[config.mk]
export PLATFORM = sky130hd
export DESIGN_NAME = ifetch_bus_bridge
export DESIGN_NICKNAME = d
export VERILOG_FILES = /design/src/rtl/ifetch_bus_bridge.sv
export SDC_FILE = /design/constraint.sdc
export NUM_CORES = 1
export LEC_CHECK = 0
export CORE_MARGIN = 3
export CORE_UTILIZATION = 46
export CTS_BUF_LIST = sky130_fd_sc_hd__clkbuf_8
export DETAILED_ROUTE_END_ITERATION = 12
export GPL_ROUTABILITY_DRIVEN = 0
export HOLD_SLACK_MARGIN = 0.05
export PLACE_DENSITY = 0.88
export SLEW_MARGIN = 20
export SYNTH_ARGS = -nofsm -noshare
export SYNTH_HDL_FRONTEND = slang
export SYNTH_SLANG_ARGS = --single-unit
[constraint.sdc]
create_clock -name clk -period 4.5 [get_ports clk]
set_clock_uncertainty 0.1 [all_clocks]
set_input_delay 0.9 -clock clk [delete_from_list [all_inputs] [get_ports clk]]
set_output_delay 0.9 -clock clk [all_outputs]
set_load 0.03 [all_outputs]
[src/rtl/ifetch_bus_bridge.sv]
// Bridges IF fetch requests onto a valid/ready instruction bus; one fetch outstanding.
// Zero-wait latency: fetch_en at N -> fetch_hand_suc at N+3; flush/err/timeout never deliver stale data.
module ifetch_bus_bridge #(
  parameter int              XLEN           = 32,
  parameter int              TIMEOUT_CYCLES = 255,
  parameter logic [XLEN-1:0] NOP_INST       = 32'h0000_0013
) (
  input  logic            clk,
  input  logic            rst_n,
  input  logic            fetch_en,
  input  logic [XLEN-1:0] fetch_addr,
  input  logic            fetch_flush,
  output logic [XLEN-1:0] fetch_inst,
  output logic            fetch_hand_suc,
  output logic            fetch_err,
  output logic            fetch_busy,
  output logic            ibus_req_valid,
  input  logic            ibus_req_ready,
  output logic [XLEN-1:0] ibus_req_addr,
  input  logic            ibus_rsp_valid,
  output logic            ibus_rsp_ready,
  input  logic [XLEN-1:0] ibus_rsp_data,
  input  logic            ibus_rsp_err
);

  localparam int CW = $clog2(TIMEOUT_CYCLES + 1);
  localparam logic [CW-1:0] TO_VAL = CW'(TIMEOUT_CYCLES);

  typedef enum logic [2:0] {
    IDLE     = 3'd0,
    REQ      = 3'd1,
    RSP      = 3'd2,
    REQ_KILL = 3'd3,
    RSP_KILL = 3'd4
  } state_t;

  state_t          state_q, state_d;
  logic [CW-1:0]   cnt_q, cnt_d;
  logic [XLEN-1:0] addr_q, addr_d;
  logic [XLEN-1:0] inst_q, inst_d;
  logic            suc_q, suc_d;
  logic            err_q, err_d;
  logic            timed_out;
  logic [CW-1:0]   cnt_inc;

  assign timed_out = (cnt_q == TO_VAL);
  // Saturate so a flush landing on the timeout cycle cannot wrap the counter in RSP_KILL.
  assign cnt_inc   = timed_out ? cnt_q : cnt_q + CW'(1);

  always_comb begin
    state_d        = state_q;
    cnt_d          = cnt_q;
    addr_d         = addr_q;
    inst_d         = inst_q;
    suc_d          = 1'b0;
    err_d          = 1'b0;
    ibus_req_valid = 1'b0;
    ibus_rsp_ready = 1'b0;
    unique case (state_q)
      IDLE: begin
        ibus_rsp_ready = 1'b1;
        if (fetch_en && !fetch_flush) begin
          addr_d  = fetch_addr;
          state_d = REQ;
        end
      end
      REQ: begin
        ibus_req_valid = 1'b1;
        if (ibus_req_ready) begin
          cnt_d   = '0;
          state_d = fetch_flush ? RSP_KILL : RSP;
        end else if (fetch_flush) begin
          state_d = REQ_KILL;
        end
      end
      REQ_KILL: begin
        ibus_req_valid = 1'b1;
        if (ibus_req_ready) begin
          cnt_d   = '0;
          state_d = RSP_KILL;
        end
      end
      RSP: begin
        ibus_rsp_ready = 1'b1;
        cnt_d          = cnt_inc;
        if (ibus_rsp_valid) begin
          state_d = IDLE;
          if (!fetch_flush) begin
            inst_d = ibus_rsp_err ? NOP_INST : ibus_rsp_data;
            suc_d  = 1'b1;
            err_d  = ibus_rsp_err;
          end
        end else if (fetch_flush) begin
          state_d = RSP_KILL;
        end else if (timed_out) begin
          inst_d  = NOP_INST;
          suc_d   = 1'b1;
          err_d   = 1'b1;
          state_d = IDLE;
        end
      end
      RSP_KILL: begin
        ibus_rsp_ready = 1'b1;
        cnt_d          = cnt_inc;
        if (ibus_rsp_valid || timed_out) state_d = IDLE;
      end
      default: state_d = IDLE;
    endcase
  end

  always_ff @(posedge clk or negedge rst_n) begin
    if (!rst_n) begin
      state_q <= IDLE;
      cnt_q   <= '0;
      addr_q  <= '0;
      inst_q  <= NOP_INST;
      suc_q   <= 1'b0;
      err_q   <= 1'b0;
    end else begin
      state_q <= state_d;
      cnt_q   <= cnt_d;
      addr_q  <= addr_d;
      inst_q  <= inst_d;
      suc_q   <= suc_d;
      err_q   <= err_d;
    end
  end

  assign fetch_inst     = inst_q;
  assign fetch_hand_suc = suc_q;
  assign fetch_err      = err_q;
  assign fetch_busy     = (state_q != IDLE);
  assign ibus_req_addr  = addr_q;

endmodule

* After elaboration in Yosys (flattened, before gate mapping)
Cells that the tools add are included.
** Storage, ports and cells
- Register bits after elaboration :: 77
- Bits of input ports :: 71
- Output and inout port bits :: 69
- Logic and storage cells :: 62
** Operators by class
- Add/sub/neg operators :: 1
- Equality and inequality tests :: 12
- Multiplexer cells :: 28
- Bitwise logic cells :: 1
- Reductions and logical operators :: 14
** Operators with widths (number)
- $mux W32 :: 5
- $mux W3 :: 9
- $mux W8 :: 2
- $pmux W8 S2 :: 1
- $pmux W3 S5 :: 1
- $mux W1 :: 10
- $add A8 B1 Y8 const B :: 1
- $eq A8 B8 Y1 const B :: 1
- $ne A2 B2 Y1 const B :: 4
- $eq A3 B2 Y1 const B :: 2
- $reduce_and A3 Y1 :: 2
- $reduce_and A5 Y1 :: 1
- $ne A4 B4 Y1 const B :: 1
- $reduce_bool A2 Y1 :: 2
- $reduce_or A2 Y1 :: 2
- $eq A3 B1 Y1 const B :: 1
- $eq A3 B3 Y1 const B :: 1
- $logic_not A3 Y1 :: 1
- $ne A3 B3 Y1 const B :: 1
- $reduce_bool A3 Y1 :: 1
- $reduce_or A3 Y1 :: 1
- $ne A2 B1 Y1 const B :: 1
- $reduce_and A2 Y1 :: 1
- $logic_and A1 B1 Y1 :: 1
- 3 further kinds :: 3

* Logic depth before layout (Yosys ltp)
Gate-level depths: netlist (run 1).
- Word-level depth :: 5
- Depth in mapped cells :: 7
- Mapped depth without buffers :: 6

* Least setup slack after synthesis (run 1)
OpenSTA, ideal clock, no wires.
- Path type :: register to output
- Start :: register state_q[2]
- End :: output ibus_req_valid
- Arrival :: 1008 ps
- Setup slack :: 2492 ps
- Cell stages (with the launch flop) :: 3
- Path buffers :: 1
- Cell sequence :: dfrtp_1 buf_6 nor2b_1
** Between the ends
- Longest elaborated chain between the ends :: 3
** Ends and longest elaborated chain
- start: declaration :: RTL line 37 : state_t state_q, state_d;
- start signal: assignment :: RTL line 120 : state_q <= state_d;
- $eq A3 B2 Y1 / $eq A3 B1 Y1 (equally long branches) :: RTL line 59 : unique case (state_q)
- $reduce_or A2 Y1 (no line) (*)
- $mux W1 (*) :: RTL line 59
- end: declaration :: RTL line 17 : output logic ibus_req_valid,
Mark *: on every way between the ends. The rest lies on a longest branch, timed or not.

* Worst setup path after layout (run 1)
- Start :: register state_q[0]
- End :: output ibus_req_valid
Same word-level chain as after synthesis.

==> flow_metrics.env, run 1 <==
export IMPL_finalSetupViolCount=0
export IMPL_placedCellCount=425
export IMPL_rsz0062_at_grt="no"
export IMPL_antenna_cells=0
export IMPL_syn_avg_cell_area_um2=14.2
export IMPL_synth_area_leaders="dfrtp_1, mux2_2, a22o_1"
export IMPL_clock_root_buffer="clkbuf_8"
export IMPL_crit_family="buffers and inverters"
export IMPL_cts_resized=0
export IMPL_routed_via_count=2368
export IMPL_drive_gt1_frac=0.162
export IMPL_final_cells=442
export IMPL_fin_util=0.730
export IMPL_yosysWarnings=0
export IMPL_max_freq_ghz=0.347
export IMPL_dr_pass1_iters=4
export IMPL_clk_pin_slew_ps=80
export IMPL_fin_total_pwr_mw=3.28
export IMPL_rows=29
export IMPL_slew_viol_final=0
export IMPL_die_x_um=88.3
export IMPL_synth_edf_count=0
export IMPL_setup_ws_ps=1620
export IMPL_grt_util_all_layers=0.197
export IMPL_multi_input_area_um2=1080
export IMPL_start_util=0.483
export IMPL_place_area_um2=4520
export IMPL_required_ps=3500
export IMPL_slew_headroom=0.365
export IMPL_cts_tree="done"
export IMPL_start_kind="flip-flop"
export IMPL_ios=140
export IMPL_hold_viol_final=0
export IMPL_drc=0
export IMPL_setup_tns_ps=0
export IMPL_maxCapViolations=0
export IMPL_crit_path_max_incr_delay_ps=720
export IMPL_worst_path_buf_inv=1
export IMPL_fillers=430
export IMPL_ff_latch_area_um2=1930
export IMPL_viasPerCell=5.36
export IMPL_grt_max_degree=78
export IMPL_dieArea_um2=7800
export IMPL_worst_pin_slew_ps=953
export IMPL_crit_chain="nor2b_1 -> clkdlybuf4s50_1"
export IMPL_dp_hpwl_mm=5.54
export IMPL_peakVddDrop_mv=0.428
export IMPL_worst_hold_slack_ps=396
export IMPL_clock_sinks=77
export IMPL_p_leak_nw=2.03
export IMPL_synth_async_reset_ratio=1.00
export IMPL_final_nets=432
export IMPL_die_y_um=88.3
export IMPL_syn_area_um2=3120
export IMPL_grt_pass1_wl_mm=11.8
export IMPL_clk_latency_ps=340
export IMPL_synthMostInstantiatedCell="dfrtp_1"
export IMPL_core_area_um2=6460
export IMPL_antenna_found_initial=0
export IMPL_ys_ff_latch=77
export IMPL_cp_max_fo=9
export IMPL_cp_slowest_cell="clkdlybuf4s50_1"
export IMPL_stdcell_area_um2=4710
export IMPL_dr_first_iter_drc_count=77
export IMPL_r2r_slack_ps=2420
export IMPL_yosys_top_cells_count="dfrtp_1, a22o_1, mux2_2"
export IMPL_power_density_nw_per_um2=695
export IMPL_cts_htree_levels=3
export IMPL_postCtsHoldBufs=0
export IMPL_post_synth_top_area_fraction=0.594
export IMPL_cp_end_kind="primary output"
export IMPL_cts_buffers=9
export IMPL_syn_inst=220
export IMPL_period_share=0.640
export IMPL_clk_path_buf_depth=2
export IMPL_wire_per_inst_um=17.2
export IMPL_ys_flop_type="dfrtp_1"
export IMPL_synth_cell_types=42
export IMPL_ant_nets=0
export IMPL_synth_nets=292
export IMPL_dpl_worst_slack_ps=1400
export IMPL_wirelength_mm=7.58
export IMPL_path_class="flip-flop to primary output"
export IMPL_worstPathArrival_ps=1880
export IMPL_overflow=0
export IMPL_post_cts_buffers=0
export IMPL_min_path_type="flip-flop to flip-flop"
export IMPL_area_growth_pct=51.2
export IMPL_status="finished clean"
export IMPL_io_buffers=139
export IMPL_ys_seq_area_frac=0.619
export IMPL_grt_pass1_vias=2345
export IMPL_period_minus_slack_ps=2880
export IMPL_yosys_area_top_type="dfrtp_1"
==> worst paths after layout <==
kind,start,end,depth (start not counted)
min in group asynchronous,rst_n,fetch_inst[17],1
hold reg to reg,ibus_req_addr[23],ibus_req_addr[23],1
setup reg to reg,state_q[1],ibus_req_addr[26],3
setup / recovery,state_q[0],ibus_req_valid,2
max in group asynchronous,rst_n,fetch_inst[27],1
hold / removal,ibus_req_addr[23],ibus_req_addr[23],1
==> cells by family (layout without fill, tap and decap cells) <==
group                    Yosys count  after routing  share of synthesized area
adder cells (fa/ha/maj)            1              1                    0.00401
multiplexers                      35             35                      0.125
XOR/XNOR                           2              2                    0.00562
AND/OR/NAND/NOR                   41             41                     0.0815
flip-flops                        77             77                      0.619
buffers and inverters             16            161                     0.0365
AO/OA/AOI/OAI                     48             48                      0.128
==> flip-flops by register name (all words and copies together) (netlist names) <==
| register | flops |
|---|---|
| cnt_q | 8 |
| fetch_err | 1 |
| fetch_hand_suc | 1 |
| fetch_inst | 32 |
| ibus_req_addr | 32 |
| state_q | 3 |
==> worst reg2reg max path, stage by stage (launching register included) <==
cell and delay, ps:
dfrtp_1 490, nor2_2 180, nand3_2 610, mux2_1 580
==> power by group <==
group	internal (mW)	switching, mW
Clock	0.231	0.259
Sequential	0.985	0.183
Combinational	0.763	0.856
Total	1.98	1.30
==> layout by cell type, fill, tap and decap left out, types with 2 or more instances in the layout <==
cell	instances
a21oi_1	5
a22o_1	30
a31oi_1	2
and3_1	5
and4_1	2
buf_4	2
clkbuf_8	11
clkdlybuf4s50_1	138
clkinv_2	2
clkinvlp_4	2
dfrtp_1	74
dfstp_2	3
inv_1	3
mux2_1	6
mux2_2	26
mux2i_1	3
nand2_1	8
nand3_1	6
nor2_1	4
nor2_2	2
nor2b_1	2
nor3_1	2
o22a_1	3
==> per-layer routing <==
metal  part of all wire  wire, um  GRT usage
met5                  0         0          0
met2               0.48      3660      0.300
met3              0.076       576     0.0615
met1               0.43      3280      0.274
met4             0.0090        68     0.0577
==> area by class of cell <==
cell class | count | share of cell area
clock buffer | 11 | 0.0321
clock inverter | 5 | 0.00717
inverter | 4 | 0.00319
multi-input combinational | 127 | 0.229
sequential | 77 | 0.410
tap | 77 | 0.0204
timing repair buffer | 141 | 0.299
(Power assumes the default switching activity.)
==> inputs of run 2 (changes only) <==
--- a/config.mk
+++ b/config.mk
@@ -6,12 +6,12 @@
 export NUM_CORES = 1
 export LEC_CHECK = 0
 export CORE_MARGIN = 3
-export CORE_UTILIZATION = 46
+export CORE_UTILIZATION = 39
 export CTS_BUF_LIST = sky130_fd_sc_hd__clkbuf_8
 export DETAILED_ROUTE_END_ITERATION = 12
 export GPL_ROUTABILITY_DRIVEN = 0
 export HOLD_SLACK_MARGIN = 0.05
-export PLACE_DENSITY = 0.88
+export PLACE_DENSITY = 0.8
 export SLEW_MARGIN = 20
 export SYNTH_ARGS = -nofsm -noshare
 export SYNTH_HDL_FRONTEND = slang
==> constraint.sdc (replaced) <==
create_clock -name clk -period 2.4 [get_ports clk]
set_clock_uncertainty 0.1 [all_clocks]
set_input_delay 0.48 -clock clk [delete_from_list [all_inputs] [get_ports clk]]
set_output_delay 0.48 -clock clk [all_outputs]
set_load 0.03 [all_outputs]
==> run 2 against run 1 <==
Against the previous run: sequential cell count stayed put; count of clock-buffer cells in the layout is 1 lower; critical path depth stayed put; utilization is 8.3 points lower; worst hold slack worse by 0.83 ps; sequential power is 85% higher; via count is 0.97% higher; global-route usage is 2.8 points lower; non-clock buffer count is 5 higher; sequential share of layout area is 1.1 points lower; combinational power is 88% higher; clock power is 120% higher; largest cell class unchanged; largest power group unchanged; highest routed layer unchanged.
==> flow_metrics.env, run 2 (synthesized netlist as in run 1, its figures left out) <==
export IMPL_viasPerCell=5.11
export IMPL_stdcell_area_um2=4840
export IMPL_path_class="flip-flop to primary output"
export IMPL_die_y_um=95.4
export IMPL_r2r_start="state_q[1]"
export IMPL_rows=31
export IMPL_clock_sinks=77
export IMPL_ant_nets=0
export IMPL_cp_slowest_cell="dfrtp_1"
export IMPL_status="finished clean"
export IMPL_start_util=0.416
export IMPL_cp_max_fo=9
export IMPL_grt_pass1_vias=2488
export IMPL_r2r_slack_ps=710
export IMPL_hold_end="ibus_req_addr[22]"
export IMPL_period_share=0.909
export IMPL_wirelength_mm=7.71
export IMPL_finalSetupViolCount=0
export IMPL_whs_path_depth=1
export IMPL_hp_start="ibus_req_addr[22]"
export IMPL_place_area_um2=4620
export IMPL_antenna_cells=0
export IMPL_multi_input_area_um2=1080
export IMPL_dr_first_iter_drc_count=53
export IMPL_drive_gt1_frac=0.165
export IMPL_start_kind="flip-flop"
export IMPL_r2r_end="cnt_q[7]"
export IMPL_clock_root_buffer="clkbuf_8"
export IMPL_clk_path_buf_depth=2
export IMPL_area_growth_pct=55.4
export IMPL_final_nets=437
export IMPL_max_freq_ghz=0.458
export IMPL_final_common_cell="clkdlybuf4s50_1"
export IMPL_cts_buffers=9
export IMPL_ff_latch_area_um2=1930
export IMPL_routed_via_count=2391
export IMPL_core_area_um2=7490
export IMPL_period_minus_slack_ps=2180
export IMPL_cts_tree="done"
export IMPL_clk_pin_slew_ps=80
export IMPL_maxCapViolations=0
export IMPL_cts_htree_levels=3
export IMPL_min_path_type="flip-flop to flip-flop"
export IMPL_required_ps=1820
export IMPL_wire_per_inst_um=16.5
export IMPL_die_x_um=95.4
export IMPL_grt_max_degree=42
export IMPL_cp_end_kind="primary output"
export IMPL_worstPathArrival_ps=1600
export IMPL_worst_pin_slew_ps=491
export IMPL_crit_path_max_incr_delay_ps=490
export IMPL_antenna_found_initial=0
export IMPL_slew_viol_final=0
export IMPL_dr_pass1_iters=4
export IMPL_drc=0
export IMPL_slew_headroom=0.673
export IMPL_ios=140
export IMPL_grt_util_all_layers=0.169
export IMPL_hold_viol_final=0
export IMPL_dp_hpwl_mm=5.62
export IMPL_io_buffers=139
export IMPL_layout_common_cells="clkdlybuf4s50_1, dfrtp_1, a22o_1"
export IMPL_fillers=576
export IMPL_clk_latency_ps=340
export IMPL_power_density_nw_per_um2=1300
export IMPL_fin_total_pwr_mw=6.28
export IMPL_rr_worst_depth=4
export IMPL_rsz0062_at_grt="no"
export IMPL_grt_pass1_wl_mm=11.9
export IMPL_crit_chain="or3_1 -> dlygate4sd2_1"
export IMPL_overflow=0
export IMPL_peakVddDrop_mv=0.686
export IMPL_dieArea_um2=9100
export IMPL_p_leak_nw=2.10
export IMPL_setup_tns_ps=0
==> run 2: cell count changes in the layout (fill, tap and decap cells not counted), moves of 2 or more <==
cell	before	now
clkdlybuf4s50_1	138	135
buf_12	0	3
buf_4	2	4
bufinv_16	0	2
dlygate4sd2_1	0	2
==> run 2: report_power, final <==
part           total, mW  leakage, nW  switching [mW]  internal, mW
Sequential          2.17        0.972           0.320          1.85
Clock               1.06        0.110           0.454         0.603
Combinational       3.05         1.02            1.62          1.44
==> run 2: worst max path at each step <==
stage	cells past startpoint	startpoint	slack, ps	to
floorplan	5	state_q[2]	660	cnt_q[7]
global placement	6	fetch_flush	300	fetch_inst[20]
detailed placement	6	fetch_flush	290	fetch_inst[24]
CTS	2	state_q[2]	100	ibus_rsp_ready
global route	2	state_q[1]	150	fetch_busy
finish	2	state_q[1]	220	fetch_busy
==> run 2: critical path, delay by kind of cell (launching register included) <==
kind | cells | cell delay (ps)
buffers and inverters | 1 | 360
flip-flops | 1 | 490
AND/OR/NAND/NOR | 1 | 410
==> run 2: metal layers <==
metal / share of wire / wire (um) / vias up / global-route usage
met5: 0 / 0 / - / 0
met2: 0.49 / 3790 / 91 / 0.283
met3: 0.094 / 722 / 13 / 0.0545
li1: - / - / 1099 / -
met4: 0.018 / 137 / 0 / 0.0675
met1: 0.40 / 3050 / 1188 / 0.202
==> run 2: final cells by class <==
type                       count  area share
sequential                    77       0.399
timing repair buffer         146       0.306
multi-input combinational    127       0.223
clock buffer                  10      0.0284
tap                           99      0.0256
clock inverter                 5      0.0158
inverter                       4     0.00310
==> run 2: what timing repair did <==
item,CTS,global route
buffers inserted,0,0
resized for setup,2,1
hold buffers,1,0
hold endpoints to repair,36,0
setup endpoints to repair,2,1
==> run 2: stage by stage <==
stage                     instances  worst slack [ps]  hold slack [ps]  utilization
after floorplan                 220               658             84.4            -
after global placement          452               303              368        0.617
after detailed placement        452               287              376        0.617
after CTS                       468              95.2              401        0.647
after global routing            468               148              403        0.647
final                           468               218              395        0.647
==> inputs of run 3 (changes only) <==
--- a/config.mk
+++ b/config.mk
@@ -5,6 +5,7 @@
 export SDC_FILE = /design/constraint.sdc
 export NUM_CORES = 1
 export LEC_CHECK = 0
+export ABC_CLOCK_PERIOD_IN_PS = 2400
 export CORE_MARGIN = 3
 export CORE_UTILIZATION = 39
 export CTS_BUF_LIST = sky130_fd_sc_hd__clkbuf_8
==> results of run 3 <==
Final layout, timing and power as in run 2 (identical DEF).
